## src/rtl/spi_target_pkg.sv

```systemverilog
// rtl/spi_target_pkg.sv - shared types and constants for the SPI register target
package spi_target_pkg;

  typedef enum logic [1:0] {IDLE, CMD, DATA, DONE} state_t;

  localparam int         CMD_WR_BIT       = 7;
  localparam int         FRAME_BITS       = 8;
  localparam logic [7:0] ID_VALUE_DEFAULT = 8'hA5;

endpackage

```

## src/rtl/spi_sync_edge.sv

```systemverilog
// rtl/spi_sync_edge.sv - two-flop synchronizer with registered edge detect
module spi_sync_edge #(
  parameter logic RESET_VAL = 1'b1
) (
  input  logic PCLK,
  input  logic resetn,
  input  logic din,
  output logic level,
  output logic rise,
  output logic fall
);

  // sr[0..1] synchronize, sr[2] holds the previous synchronized level
  logic [2:0] sr;

  always_ff @(posedge PCLK or posedge resetn) begin
    if (resetn) sr <= {3{RESET_VAL}};
    else        sr <= {sr[1:0], din};
  end

  assign level = sr[1];
  assign rise  = sr[1] & ~sr[2];
  assign fall  = ~sr[1] & sr[2];

endmodule

```

## src/rtl/spi_target.sv

```systemverilog
// rtl/spi_target.sv - oversampled SPI target serving a 16x8 register file
module spi_target
  import spi_target_pkg::*;
#(
  parameter int         DEPTH    = 16,
  parameter logic [7:0] ID_VALUE = ID_VALUE_DEFAULT,
  localparam int        IW       = $clog2(DEPTH)
) (
  input  logic          PCLK,
  input  logic          resetn,
  input  logic          SCLK,
  input  logic          CS_n,
  input  logic          MOSI,
  output logic          MISO,
  output logic          MISO_oe,
  output logic          wr_stb,
  output logic [IW-1:0] wr_addr,
  output logic [7:0]    wr_data,
  output logic          frame_err
);

  logic sclk_rise, sclk_fall, cs_rise, cs_fall, mosi_lvl;
  logic unused_sclk_level, unused_cs_level, unused_mosi_rise, unused_mosi_fall;

  spi_sync_edge #(.RESET_VAL(1'b1)) u_sclk (
    .PCLK(PCLK), .resetn(resetn), .din(SCLK),
    .level(unused_sclk_level), .rise(sclk_rise), .fall(sclk_fall));
  spi_sync_edge #(.RESET_VAL(1'b1)) u_cs (
    .PCLK(PCLK), .resetn(resetn), .din(CS_n),
    .level(unused_cs_level), .rise(cs_rise), .fall(cs_fall));
  spi_sync_edge #(.RESET_VAL(1'b0)) u_mosi (
    .PCLK(PCLK), .resetn(resetn), .din(MOSI),
    .level(mosi_lvl), .rise(unused_mosi_rise), .fall(unused_mosi_fall));

  state_t        state, state_d;
  logic [2:0]    bit_cnt;
  logic [7:0]    rx_shift, rx_next, tx_shift;
  logic          miso_q, cmd_wr;
  logic [IW-1:0] cmd_idx;
  logic [7:0]    regs [DEPTH];
  logic          last_bit, rx_step, tx_step, latch_cmd, commit, abort, clr_cnt;

  assign last_bit = (bit_cnt == 3'(FRAME_BITS - 1));
  assign rx_next  = {mosi_lvl, rx_shift[7:1]};

  always_ff @(posedge PCLK or posedge resetn) begin
    if (resetn) state <= IDLE;
    else        state <= state_d;
  end

  always_comb begin
    state_d   = state;
    rx_step   = 1'b0;
    tx_step   = 1'b0;
    latch_cmd = 1'b0;
    commit    = 1'b0;
    abort     = 1'b0;
    clr_cnt   = 1'b0;
    case (state)
      IDLE: if (cs_fall) begin
        state_d = CMD;
        clr_cnt = 1'b1;
      end
      CMD: begin
        if (cs_rise) begin
          state_d = IDLE;
          abort   = 1'b1;
        end else if (sclk_rise) begin
          rx_step = 1'b1;
          if (last_bit) begin
            latch_cmd = 1'b1;
            state_d   = DATA;
          end
        end
      end
      DATA: begin
        // the final data bit beats a coincident CS_n release
        if (sclk_rise && last_bit) begin
          rx_step = 1'b1;
          commit  = cmd_wr;
          state_d = cs_rise ? IDLE : DONE;
        end else if (cs_rise) begin
          state_d = IDLE;
          abort   = 1'b1;
        end else begin
          rx_step = sclk_rise;
          tx_step = sclk_fall && !cmd_wr;
        end
      end
      DONE: if (cs_rise) state_d = IDLE;
      default: state_d = IDLE;
    endcase
  end

  always_ff @(posedge PCLK or posedge resetn) begin
    if (resetn) begin
      bit_cnt   <= '0;
      rx_shift  <= '0;
      tx_shift  <= '0;
      miso_q    <= 1'b0;
      cmd_wr    <= 1'b0;
      cmd_idx   <= '0;
      wr_stb    <= 1'b0;
      wr_addr   <= '0;
      wr_data   <= '0;
      frame_err <= 1'b0;
      for (int i = 0; i < DEPTH; i++) regs[i] <= (i == 0) ? ID_VALUE : 8'h00;
    end else begin
      wr_stb    <= commit;
      frame_err <= abort;
      if (clr_cnt)      bit_cnt <= '0;
      else if (rx_step) bit_cnt <= bit_cnt + 3'd1;
      if (rx_step) rx_shift <= rx_next;
      if (latch_cmd) begin
        cmd_wr   <= rx_next[CMD_WR_BIT];
        cmd_idx  <= rx_next[IW-1:0];
        tx_shift <= regs[rx_next[IW-1:0]];
        miso_q   <= 1'b0;
      end
      if (tx_step) begin
        miso_q   <= tx_shift[0];
        tx_shift <= {1'b0, tx_shift[7:1]};
      end
      if (commit) begin
        wr_addr <= cmd_idx;
        wr_data <= rx_next;
        // register 0 holds the ID and never takes write data
        if (cmd_idx != '0) regs[cmd_idx] <= rx_next;
      end
    end
  end

  assign MISO_oe = ((state == DATA) || (state == DONE)) && !cmd_wr;
  assign MISO    = MISO_oe & miso_q;

endmodule

```

## config.mk

```make
export PLATFORM = sky130hd
export DESIGN_NAME = spi_target
export DESIGN_NICKNAME = d
export VERILOG_FILES = /design/src/rtl/spi_target_pkg.sv /design/src/rtl/spi_sync_edge.sv /design/src/rtl/spi_target.sv
export SDC_FILE = /design/constraint.sdc
export NUM_CORES = 1
export LEC_CHECK = 0
export BUFFER_PORTS_ARGS = -buffer_cell sky130_fd_sc_hd__buf_2
export CORE_MARGIN = 8
export CORE_UTILIZATION = 30
export CTS_CLUSTER_DIAMETER = 120
export DETAILED_ROUTE_END_ITERATION = 10
export PLACE_DENSITY = 0.5
export SETUP_SLACK_MARGIN = 0.3
export SLEW_MARGIN = 5
export SYNTH_ARGS = -nofsm -noshare
export SYNTH_HDL_FRONTEND = slang
export SYNTH_HIERARCHICAL = 1
export SYNTH_SLANG_ARGS = --single-unit
```

## constraint.sdc

```tcl
create_clock -name PCLK -period 6.45 [get_ports PCLK]
set_clock_uncertainty 0.05 [all_clocks]
set_input_delay 0.645 -clock PCLK [delete_from_list [all_inputs] [get_ports PCLK]]
set_output_delay 0.645 -clock PCLK [all_outputs]
set_load 0.05 [all_outputs]
```

# Word level (Yosys, flattened, before mapping)
# Index checks and enable logic that the tools add are counted.
[word_totals]
wordCells = 103
ff_bits = 177
latch_bits = 0
romBits = 0
ramBits = 0
memories = 0
inputBits = 5
[op_classes]
n_eq_ne = 7
reduce_logical = 12
shift = 0
n_lt_le_gt_ge = 3
n_div = 0
mul = 0
muxes = 39
add_sub_neg = 1
bitwise = 11
[ops]
columns = ["op", "count"]
rows = [
  ["$bwmux W128", 1],
  ["$mux W8", 5],
  ["$bmux W8 S4", 1],
  ["$demux W8 S4", 1],
  ["$mux W1", 19],
  ["$mux W2", 7],
  ["$ge A5 B5 Y1 const B", 2],
  ["$not A4 Y5", 2],
  ["$pmux W2 S4", 1],
  ["$mux W3", 2],
  ["$ne A3 B3 Y1 const B", 2],
  ["$and A1 B1 Y1", 5],
  ["$lt A5 B1 Y1 const B", 1],
  ["$eq A2 B2 Y1 const B", 2],
  ["$logic_and A1 B1 Y1", 4],
  ["$not A1 Y1", 4],
  ["$pmux W1 S2", 2],
  ["$reduce_bool A2 Y1", 2],
  ["$reduce_bool A4 Y1", 1],
  ["$add A3 B1 Y3 const B", 1],
  ["$eq A3 B3 Y1 const B", 1],
  ["$reduce_and A3 Y1", 1],
  ["$eq A2 B1 Y1 const B", 1],
  ["$logic_not A2 Y1", 1],
  ["other kinds (4)", 4],
]

# Depth between registers and ports, before layout
# Gate-level depths: netlist of the first run.
[depth]
word_depth = 7
mapped_depth = 8
mapped_depth_nobuf = 7

# Cells and area by module
# Netlist of the first run, hierarchy kept.
[by_module_without_submodules]
columns = ["module", "instances", "cells_per_inst", "area_per_inst_um2"]
rows = [
  ["spi_target", 1, 554, 7741.2],
  ["spi_sync_edge at u_cs ...", 2, 6, 97.6],
  ["spi_sync_edge at u_mosi", 1, 6, 93.8],
]

# Least setup slack after synthesis of the first run
# No wires, ideal clock.
[synth_timing]
path_kind = "register to output"
from = "register state[0]"
to = "output port MISO"
stages_incl_launch_ff = 6
arrival_ns = 2.071
setup_slack_ns = 3.684
n_path_buf = 0
required_time_ns = 5.755
cell_sequence = "dfrtp_1 -> inv_1 -> ha_1 -> nor2_1 -> nor2_1 -> and2_1"
[synth_between]
elab_chain_cells = 4
elab_cells_between_ends = 5
cone_classes = "eq/ne (2); bitwise (1); reduce/logical (2)"
[synth_lines]
columns = ["item", "line_no", "source"]
rows = [
  ["start, declared", "spi_target.sv:35", "state_t state, state_d;"],
  ["start signal, assigned", "spi_target.sv:48", "else state <= state_d;"],
  ["$eq A2 B2 Y1", "spi_target.sv:133", "assign MISO_oe = ((state == DATA) || (state == DONE)) && !cmd_wr;"],
  ["$logic_or A1 B1 Y1 *", "spi_target.sv:133", ""],
  ["$logic_and A1 B1 Y1 *", "spi_target.sv:133", ""],
  ["named net MISO_oe", "spi_target.sv:15", "output logic MISO_oe,"],
  ["$and A1 B1 Y1 *", "spi_target.sv:134", "assign MISO = MISO_oe & miso_q;"],
  ["end, declared", "spi_target.sv:14", "output logic MISO,"],
]
# Mark *: on every way through the listed nets, which the timed path passes. The rest lies on a longest branch.

# Final worst setup path of the first run
[layout_timing]
from = "register u_sclk.sr[1]"
to = "register regs[91] (netlist name)"
[layout_between]
elab_chain_cells = 5
[layout_lines]
columns = ["item", "line_no", "source"]
rows = [
  ["start, declared", "spi_sync_edge.sv:14", "logic [2:0] sr;"],
  ["start signal, assigned", "spi_sync_edge.sv:17", "if (resetn) sr <= {3{RESET_VAL}};"],
  ["start signal, assigned", "spi_sync_edge.sv:18", "else sr <= {sr[1:0], din};"],
  ["$and A1 B1 Y1", "spi_sync_edge.sv:22", "assign rise = sr[1] & ~sr[2];"],
  ["named net sclk_rise", "spi_target.sv:22", "logic sclk_rise, sclk_fall, cs_rise, cs_fall, mosi_lvl;"],
  ["$logic_and A1 B1 Y1", "spi_target.sv:78", "if (sclk_rise && last_bit) begin"],
  ["$mux W1", "spi_target.sv:78", ""],
  ["$mux W1", "spi_target.sv:59", "case (state)"],
  ["$reduce_and A2 Y1 (no source line)", "n/a", ""],
  ["end signal, assigned by index", "spi_target.sv:128", "if (cmd_idx != '0) regs[cmd_idx] <= rx_next;"],
  ["end, declared", "spi_target.sv:40", "logic [7:0] regs [DEPTH];"],
]
# The timed path passes the listed nets, and every way through them passes these cells.
# A chain may end at the register's enable or synchronous reset.

==> results of run 1 <==
## critical path: cells and delay by family (launching register included)
| kind | cells | cell delay, ps |
|---|---|---|
| and+or+nand+nor | 4 | 1560 |
| DFF | 1 | 530 |
| muxes | 1 | 400 |
| buffers and inverters | 1 | 270 |
## sequential cells by signal (all words and copies together), names as in the netlist
signal and flops:
bit_cnt 3, cmd_idx 4, cmd_wr 1, frame_err 1, miso_q 1, regs 128, rx_shift 7, state 2
tx_shift 8, u_cs/sr 3, u_mosi/sr 2, u_sclk/sr 3, wr_addr 4, wr_data 8, wr_stb 1
## final timing paths
kind,end,cells after the start
worst max register to register,regs[91]$_DFFE_PP0P_,6
worst max-delay path,regs[91]$_DFFE_PP0P_,6
min in group PCLK,u_cs/sr[0]$_DFF_PP1_,1
worst min register to register,u_sclk/sr[1]$_DFF_PP1_,0
max in group asynchronous,regs[74]$_DFFE_PP0P_,3
worst min-delay path,u_mosi/sr[1]$_DFF_PP0_,2
## metrics by stage
step                std cells  util [%]
global placement          888      32.1
detailed placement        888      32.1
finish                    920      34.5
floorplan                 569         -
global route              920      34.5
CTS                       920      34.5
## per-layer routing
layer,up-vias,global-route usage [%],wire [um]
met5,-,0,0
met2,64,19.3,8550
met1,2352,14.7,7920
met4,0,3.40,182
met3,15,2.63,605
li1,2030,-,-
## area by class of cell
cell class / instances / area [sq um] / area share [%]
clock inverters: 12 / 180 / 2.00
flip-flops and latches: 176 / 4420 / 49.0
clock buffers: 20 / 457 / 5.07
inverters: 11 / 51.3 / 0.569
repair buffers: 25 / 138 / 1.53
well taps: 335 / 419 / 4.65
multi-input cells: 341 / 3350 / 37.2
## power groups by stage
stage	Clock, uW	Combinational (uW)	Sequential [uW]
after global routing	1190	369	1220
after CTS	1140	340	1210
after detailed placement	0	339	1230
after global placement	0	331	1220
after floorplan	0	270	1190
final	1110	334	1210
==> impl_metrics.yaml, run 1 <==
routing:
  wire_per_inst_um: 18.8
  drt-total-wl_mm: 17.3
  dr.pass1.iters: 6
  drt_iter0_drc: 290
  num_vias: 4461
  via_per_inst: 4.85
  drc: 0
  drtAntennaViolNets: 0
floorplan:
  die_x_um: 179
  core-area_sq_mm: 0.0261
  row_count: 59
  dieHeight_um: 179
  ioPinCount: 21
  start_util_pct: 30.6
  dieArea_sq_mm: 0.0321
critical_path:
  setup.worst_path.class: "flip-flop to flip-flop"
  reg2reg_setup_slack_ps: 3510
  cp-startpoint: "u_sclk/sr[1]$_DFF_PP1_"
  critPathRequiredTime_ps: 6710
  r2r_start: "u_sclk/sr[1]$_DFF_PP1_"
  crit_arrival_ps: 3200
  crit_path_end_kind: "flip-flop"
  crit_fanout: 16
  cpPeakStageDelay_ps: 610
  cp_slowest_cell: "or3_1"
  start_kind: "flip-flop"
  crit_chain: "nor2b_1 -> nand4_4 -> clkinv_4 -> nand3b_4 -> or3_1 -> mux2_4"
sta:
  tightestPinTransition_ps: 936
  max_slew_margin_pct: 37.6
  fin_crit_ps: 2940
  holdWs_ps: 67.1
  hold_viol: 0
  setup_tns_ps: 0
  setup_violations: 0
  rsz0062_at_grt: "false"
  fin_crit_sh_pct: 45.6
  fin_ws_ps: 3510
  fmax_ghz: 0.340
  slew_viol_final: 0
clock_network:
  cts_inserted_buffers: 17
  cts_root_buffer: "clkbuf_16"
  htree_levels: 4
  ctsHoldBuffers: 0
  cts.path.max_buffers: 2
  clock-sinks: 176
  clk_pin_slew_worst_paths_ps: 70
  clock_latency_ps: 430
  cts_tree: "yes"
  cts_setup_buffers: 0
  cts_resized: 0
power_and_ir_drop:
  leakagePower_uw: 0.00436
  p_int_uw: 1920
  p_total_uw: 2650
  pwr-share-seq_pct: 45.6
  p_sw_share_pct: 27.4
  ir_worst_vdd_uv: 175
  power.density_mw_per_mm2: 294
  pwr-share-clk_pct: 41.8
  p_switching_uw: 727
  p_comb_share_pct: 12.6
synth:
  syn_area_sq_mm: 0.00799
  syn_inst: 569
  synth_warnings: 6
  syn_area_per_cell_sq_um: 14.0
  syn-num-nets: 581
cells_and_area:
  layout.nets: 584
  layout_common_cells: "dfrtp_1, mux2_2, nand2_1"
  final_common_cell: "dfrtp_1"
  fillers: 2539
  drive_gt1_share_pct: 42.7
  design_area_sq_mm: 0.00901
  syn2layout_area_growth_pct: 12.8
  diodes: 0
place:
  dp.final_hpwl_mm: 11.0
  dpl-instance-area_sq_mm: 0.00838
  io_buffers: 20
  preCtsSetupSlack_ps: 3510
  place_congestion: 0.756
global_route:
  grt_max_degree: 104
  grt_pass1_wl_mm: 27.9
  grt_pass1_vias: 4784
  grt.overflow.total: 0
  antenna_found_initial: 0
  grtUsageTotal_pct: 11.5
hold_path:
  worstHoldPathType: "primary input to async pin"
flow_run:
  maxCapViolCount: 0
run_status:
  status: "completed"
Note: power is estimated with default switching activity, not from simulation.
==> run 2, diff against run 1 <==
Clock period 6.45 ns to 2.9 ns, I/O delays scaled along.
==> run 2 against run 1 <==
Effect of this change: maximum frequency up 22%; utilization up 0.74 points; worst setup slack worse by 3000 ps; combinational power up 100%; sequential power up 130%; critical path depth up 1; non-clock buffer count up 21; global-route usage up 0.41 points; total power up 120%; wire length up 2.8%; largest power group unchanged.
==> impl_metrics.yaml, run 2 (synthesis gave the netlist of run 1 again) <==
run_status:
  status: "completed"
routing:
  drtAntennaViolNets: 0
  via_per_inst: 4.80
  wire_per_inst_um: 18.9
  dr.pass1.iters: 4
  drc: 0
  drt-total-wl_mm: 17.7
  num_vias: 4517
  drt_iter0_drc: 226
place:
  io_buffers: 20
  dp.final_hpwl_mm: 11.5
  place_congestion: 0.794
  post-place-cells: 903
  preCtsSetupSlack_ps: 396
critical_path:
  setup.worst_path.class: "flip-flop to flip-flop"
  crit_fanout: 16
  critPathRequiredTime_ps: 3160
  crit_chain: "inv_1 -> ha_1 -> nand4_4 -> clkinv_4 -> nand3b_4 -> nor2_2 -> mux2_2"
  crit_path_end_kind: "flip-flop"
  reg2regPathDepth: 7
  cpPeakStageDelay_ps: 460
  start_kind: "flip-flop"
  crit_arrival_ps: 2690
  r2r_start: "state[0]$_DFFE_PP0P_"
  cp-startpoint: "state[0]$_DFFE_PP0P_"
  crit_buf_inv: 2
  crit_family: "simple AND/OR/NAND/NOR gates"
  cp_slowest_cell: "nor2_2"
  reg2reg_setup_slack_ps: 480
  rr_endpoint: "regs[72]$_DFFE_PP0P_"
floorplan:
  row_count: 59
  die_x_um: 179
  dieHeight_um: 179
  core-area_sq_mm: 0.0261
  dieArea_sq_mm: 0.0321
  ioPinCount: 21
  start_util_pct: 30.6
cells_and_area:
  diodes: 0
  layout_common_cells: "dfrtp_1, mux2_2, nand2_1"
  final_common_cell: "dfrtp_1"
  syn2layout_area_growth_pct: 15.2
  drive_gt1_share_pct: 44.7
  stdcell_count: 941
  largest_register: "regs"
  top_regs: "regs (128), tx_shift (8), wr_data (8)"
  layout.nets: 605
  largest_reg_flops: 128
sta:
  slew_viol_final: 0
  fin_crit_sh_pct: 83.5
  max_slew_margin_pct: 37.9
  hold_viol: 0
  tightestPinTransition_ps: 932
  fmax_ghz: 0.413
  setup_violations: 0
  rsz0062_at_grt: "false"
  fin_ws_ps: 478
  fin_crit_ps: 2420
  setup_tns_ps: 0
hold_path:
  worstHoldPathType: "primary input to async pin"
clock_network:
  cts_inserted_buffers: 17
  htree_levels: 4
  clk_pin_slew_worst_paths_ps: 70
  cts_root_buffer: "clkbuf_16"
  clock-sinks: 176
  cts_tree: "yes"
  clock_latency_ps: 430
  cts.path.max_buffers: 2
power_and_ir_drop:
  power.density_mw_per_mm2: 634
  ir_worst_vdd_uv: 414
  leakagePower_uw: 0.00447
global_route:
  grt.overflow.total: 0
  grt_pass1_wl_mm: 28.5
  grt_pass1_vias: 4877
  grtUsageTotal_pct: 11.9
  antenna_found_initial: 0
  grt_max_degree: 169
flow_run:
  maxCapViolCount: 0
[run 2: cell count changes in the layout (fill, tap and decap cells not counted), moves of 3 or more]
cell | previous run | this run
inv_8 | 0 | 3
dlygate4sd3_1 | 0 | 4
clkinv_4 | 1 | 5
buf_4 | 5 | 20
[run 2: tightest hold or removal path: stages]
cell and delay [ps]:
dlygate4sd3_1 530, buf_2 150, inv_1 90
[run 2: cell type report]
cell class                 count  area (sq um)
multi-input combinational    341          3370
sequential                   176          4420
timing repair buffer          46           330
tap                          335           419
inverter                      11          50.0
fill                        2508         16900
clock buffer                  17           425
clock inverter                15           196
[run 2: what timing repair did]
action | in CTS | in global routing
hold endpoints to repair | 11 | 0
setup buffers | 0 | 2
endpoints found under the setup margin | 0 | 33
hold buffers | 4 | 0
resized for setup | 0 | 4
[run 2: worst max-delay path by stage]
stage               depth (start not counted)                     end  slack [ps]
global route                                7    regs[99]$_DFFE_PP0P_         310
global placement                            6    regs[63]$_DFFE_PP0P_         510
floorplan                                   1  bit_cnt[0]$_DFFE_PP0P_         420
CTS                                         7   regs[118]$_DFFE_PP0P_         360
finish                                      7    regs[72]$_DFFE_PP0P_         480
detailed placement                          7   regs[116]$_DFFE_PP0P_         400
[run 2: per-layer routing]
metal / wire length, um / global-route usage (%)
met1: 8370 / 15.5
met2: 8610 / 19.7
met3: 549 / 2.53
met4: 210 / 3.75
met5: 0 / 0
[run 2: stage by stage]
| step | hold WS (ps) | power [uW] | cell area [sq um] | utilization, % |
|---|---|---|---|---|
| detailed placement | 141 | 3500 | 8510 | 32.6 |
| global placement | 134 | 3470 | 8510 | 32.6 |
| floorplan | -18.8 | 3240 | 7990 | - |
| CTS | 227 | 5930 | 9170 | 35.1 |
| global route | 240 | 6120 | 9210 | 35.2 |
| finish | 243 | 5840 | 9210 | 35.2 |
[run 2: power by group]
group | leakage [uW] | internal (uW) | switching [uW]
Clock | 0.000304 | 1320 | 1080
Combinational | 0.00176 | 280 | 399
Sequential | 0.00241 | 2520 | 242
==> run 3, diff against run 2 <==
Clock period 2.9 ns to 2.3 ns, I/O delays scaled along.
==> run 3 against run 2 <==
Effect of this change: sequential power grew 23%; wire length grew 1.7%; global-route usage grew 0.090 points; critical endpoint is now regs[118]$_DFFE_PP0P_.
==> impl_metrics.yaml, run 3 (synthesis gave the netlist of run 1 again) <==
sta:
  fmax_ghz: 0.489
  fin_crit_ps: 2040
  hold_viol: 0
  max_slew_margin_pct: 48.8
  fin_crit_sh_pct: 88.9
  rsz0062_at_grt: "true"
  setup_violations: 0
  tightestPinTransition_ps: 768
  slew_viol_final: 0
cells_and_area:
  largest_register: "regs"
  diodes: 0
  stdcell_count: 963
  syn2layout_area_growth_pct: 20.7
  layout.nets: 627
  layout_common_cells: "dfrtp_1, mux2_2, nand2_1"
  fillers: 2479
  top_regs: "regs (128), tx_shift (8), wr_data (8)"
  largest_reg_flops: 128
  design_area_sq_mm: 0.00964
  final_common_cell: "dfrtp_1"
  drive_gt1_share_pct: 48.7
clock_network:
  cts.path.max_buffers: 2
  clk_pin_slew_worst_paths_ps: 70
  clock_latency_ps: 430
  cts_root_buffer: "clkbuf_16"
  clock-sinks: 176
  cts_tree: "yes"
  cts_inserted_buffers: 17
  htree_levels: 4
floorplan:
  core-area_sq_mm: 0.0261
  ioPinCount: 21
  die_x_um: 179
  dieArea_sq_mm: 0.0321
  row_count: 59
  start_util_pct: 30.6
  dieHeight_um: 179
routing:
  dr_wl_met3_um: 624
  drc: 0
  dr_wl_met2_mm: 8.62
  top_layer: "met4"
  drt-total-wl_mm: 18.0
  via_per_inst: 4.80
  wl_met1_mm: 8.54
  drtAntennaViolNets: 0
  drt_iter0_drc: 256
  wire_per_inst_um: 18.7
  num_vias: 4619
  dr.pass1.iters: 4
place:
  dpl-instance-area_sq_mm: 0.00867
  io_buffers: 20
  post-place-cells: 917
  dp.final_hpwl_mm: 11.6
  place_congestion: 0.760
critical_path:
  crit_arrival_ps: 2300
  cp_slowest_cell: "or3_4"
  cpPeakStageDelay_ps: 460
  r2r_start: "state[0]$_DFFE_PP0P_"
  start_kind: "flip-flop"
  critPathRequiredTime_ps: 2550
  rr_endpoint: "regs[118]$_DFFE_PP0P_"
  crit_path_end_kind: "flip-flop"
  crit_fanout: 8
  crit_buf_inv: 2
  setup.worst_path.class: "flip-flop to flip-flop"
  path_depth: 7
  crit_family: "simple AND/OR/NAND/NOR gates"
  crit_chain: "inv_2 -> ha_4 -> nand4_4 -> clkinv_4 -> nand3b_4 -> or3_4 -> mux2_4"
  reg2regPathDepth: 7
  reg2reg_setup_slack_ps: 260
global_route:
  grt_pass1_vias: 4972
  grt_pass1_wl_mm: 29.2
  grt_max_degree: 126
  grt.overflow.total: 0
  antenna_found_initial: 0
  grtUsageTotal_pct: 12.0
run_status:
  status: "completed"
flow_run:
  maxCapViolCount: 0
power_and_ir_drop:
  ir_worst_vdd_uv: 627
  leakagePower_uw: 0.00462
  power.density_mw_per_mm2: 792
hold_path:
  worstHoldPathType: "primary input to async pin"
run 3: tightest hold or removal path, stage by stage:
cell and delay (ps):
dlygate4sd3_1 530, buf_2 150, inv_1 90
run 3: worst max-delay path by stage:
stage,start,to
floorplan,resetn,bit_cnt[0]$_DFFE_PP0P_
global placement,state[0]$_DFFE_PP0P_,regs[114]$_DFFE_PP0P_
detailed placement,state[0]$_DFFE_PP0P_,regs[114]$_DFFE_PP0P_
CTS,u_sclk/sr[1]$_DFF_PP1_,regs[118]$_DFFE_PP0P_
global route,state[0]$_DFFE_PP0P_,regs[114]$_DFFE_PP0P_
finish,state[0]$_DFFE_PP0P_,regs[118]$_DFFE_PP0P_
run 3: what timing repair did:
action | CTS | global route
gates cloned | 0 | 0
setup buffers | 7 | 3
hold endpoints to repair | 38 | 0
resized for setup | 12 | 46
pin swaps | 4 | 6
endpoints found under the setup margin | 73 | 119
hold buffers | 4 | 0
run 3: cell type report:
cell class / count / area (sq um) / area share, %
well taps: 335 / 419 / 4.35
inverters: 11 / 50.0 / 0.519
clock inverters: 14 / 201 / 2.09
clock buffers: 18 / 429 / 4.45
flip-flops and latches: 176 / 4420 / 45.8
repair buffers: 68 / 584 / 6.06
multi-input cells: 341 / 3540 / 36.7
run 3: per-layer routing:
| metal | up-vias | GRT usage (%) |
|---|---|---|
| li1 | 2105 | - |
| met1 | 2429 | 15.9 |
| met2 | 66 | 19.3 |
| met3 | 19 | 2.86 |
| met4 | 0 | 3.58 |
| met5 | - | 0 |
run 3: where the power goes:
group	switching [uW]	leakage, uW	internal [uW]
combinational	644	0.00191	465
clock	1270	0.000303	1840
sequential	230	0.00241	3190
total	2150	0.00462	5490
run 3: per-stage QoR:
stage	utilization [%]	TNS, ps	hold slack (ps)	total power [uW]	setup slack, ps
floorplan	-	-19270	-78.8	4100	-117
global placement	33.2	0	77.3	4440	103
detailed placement	33.2	0	89.0	4480	38.9
CTS	36.1	0	170	7650	228
global route	36.9	0	182	7960	189
finish	36.9	0	189	7640	256
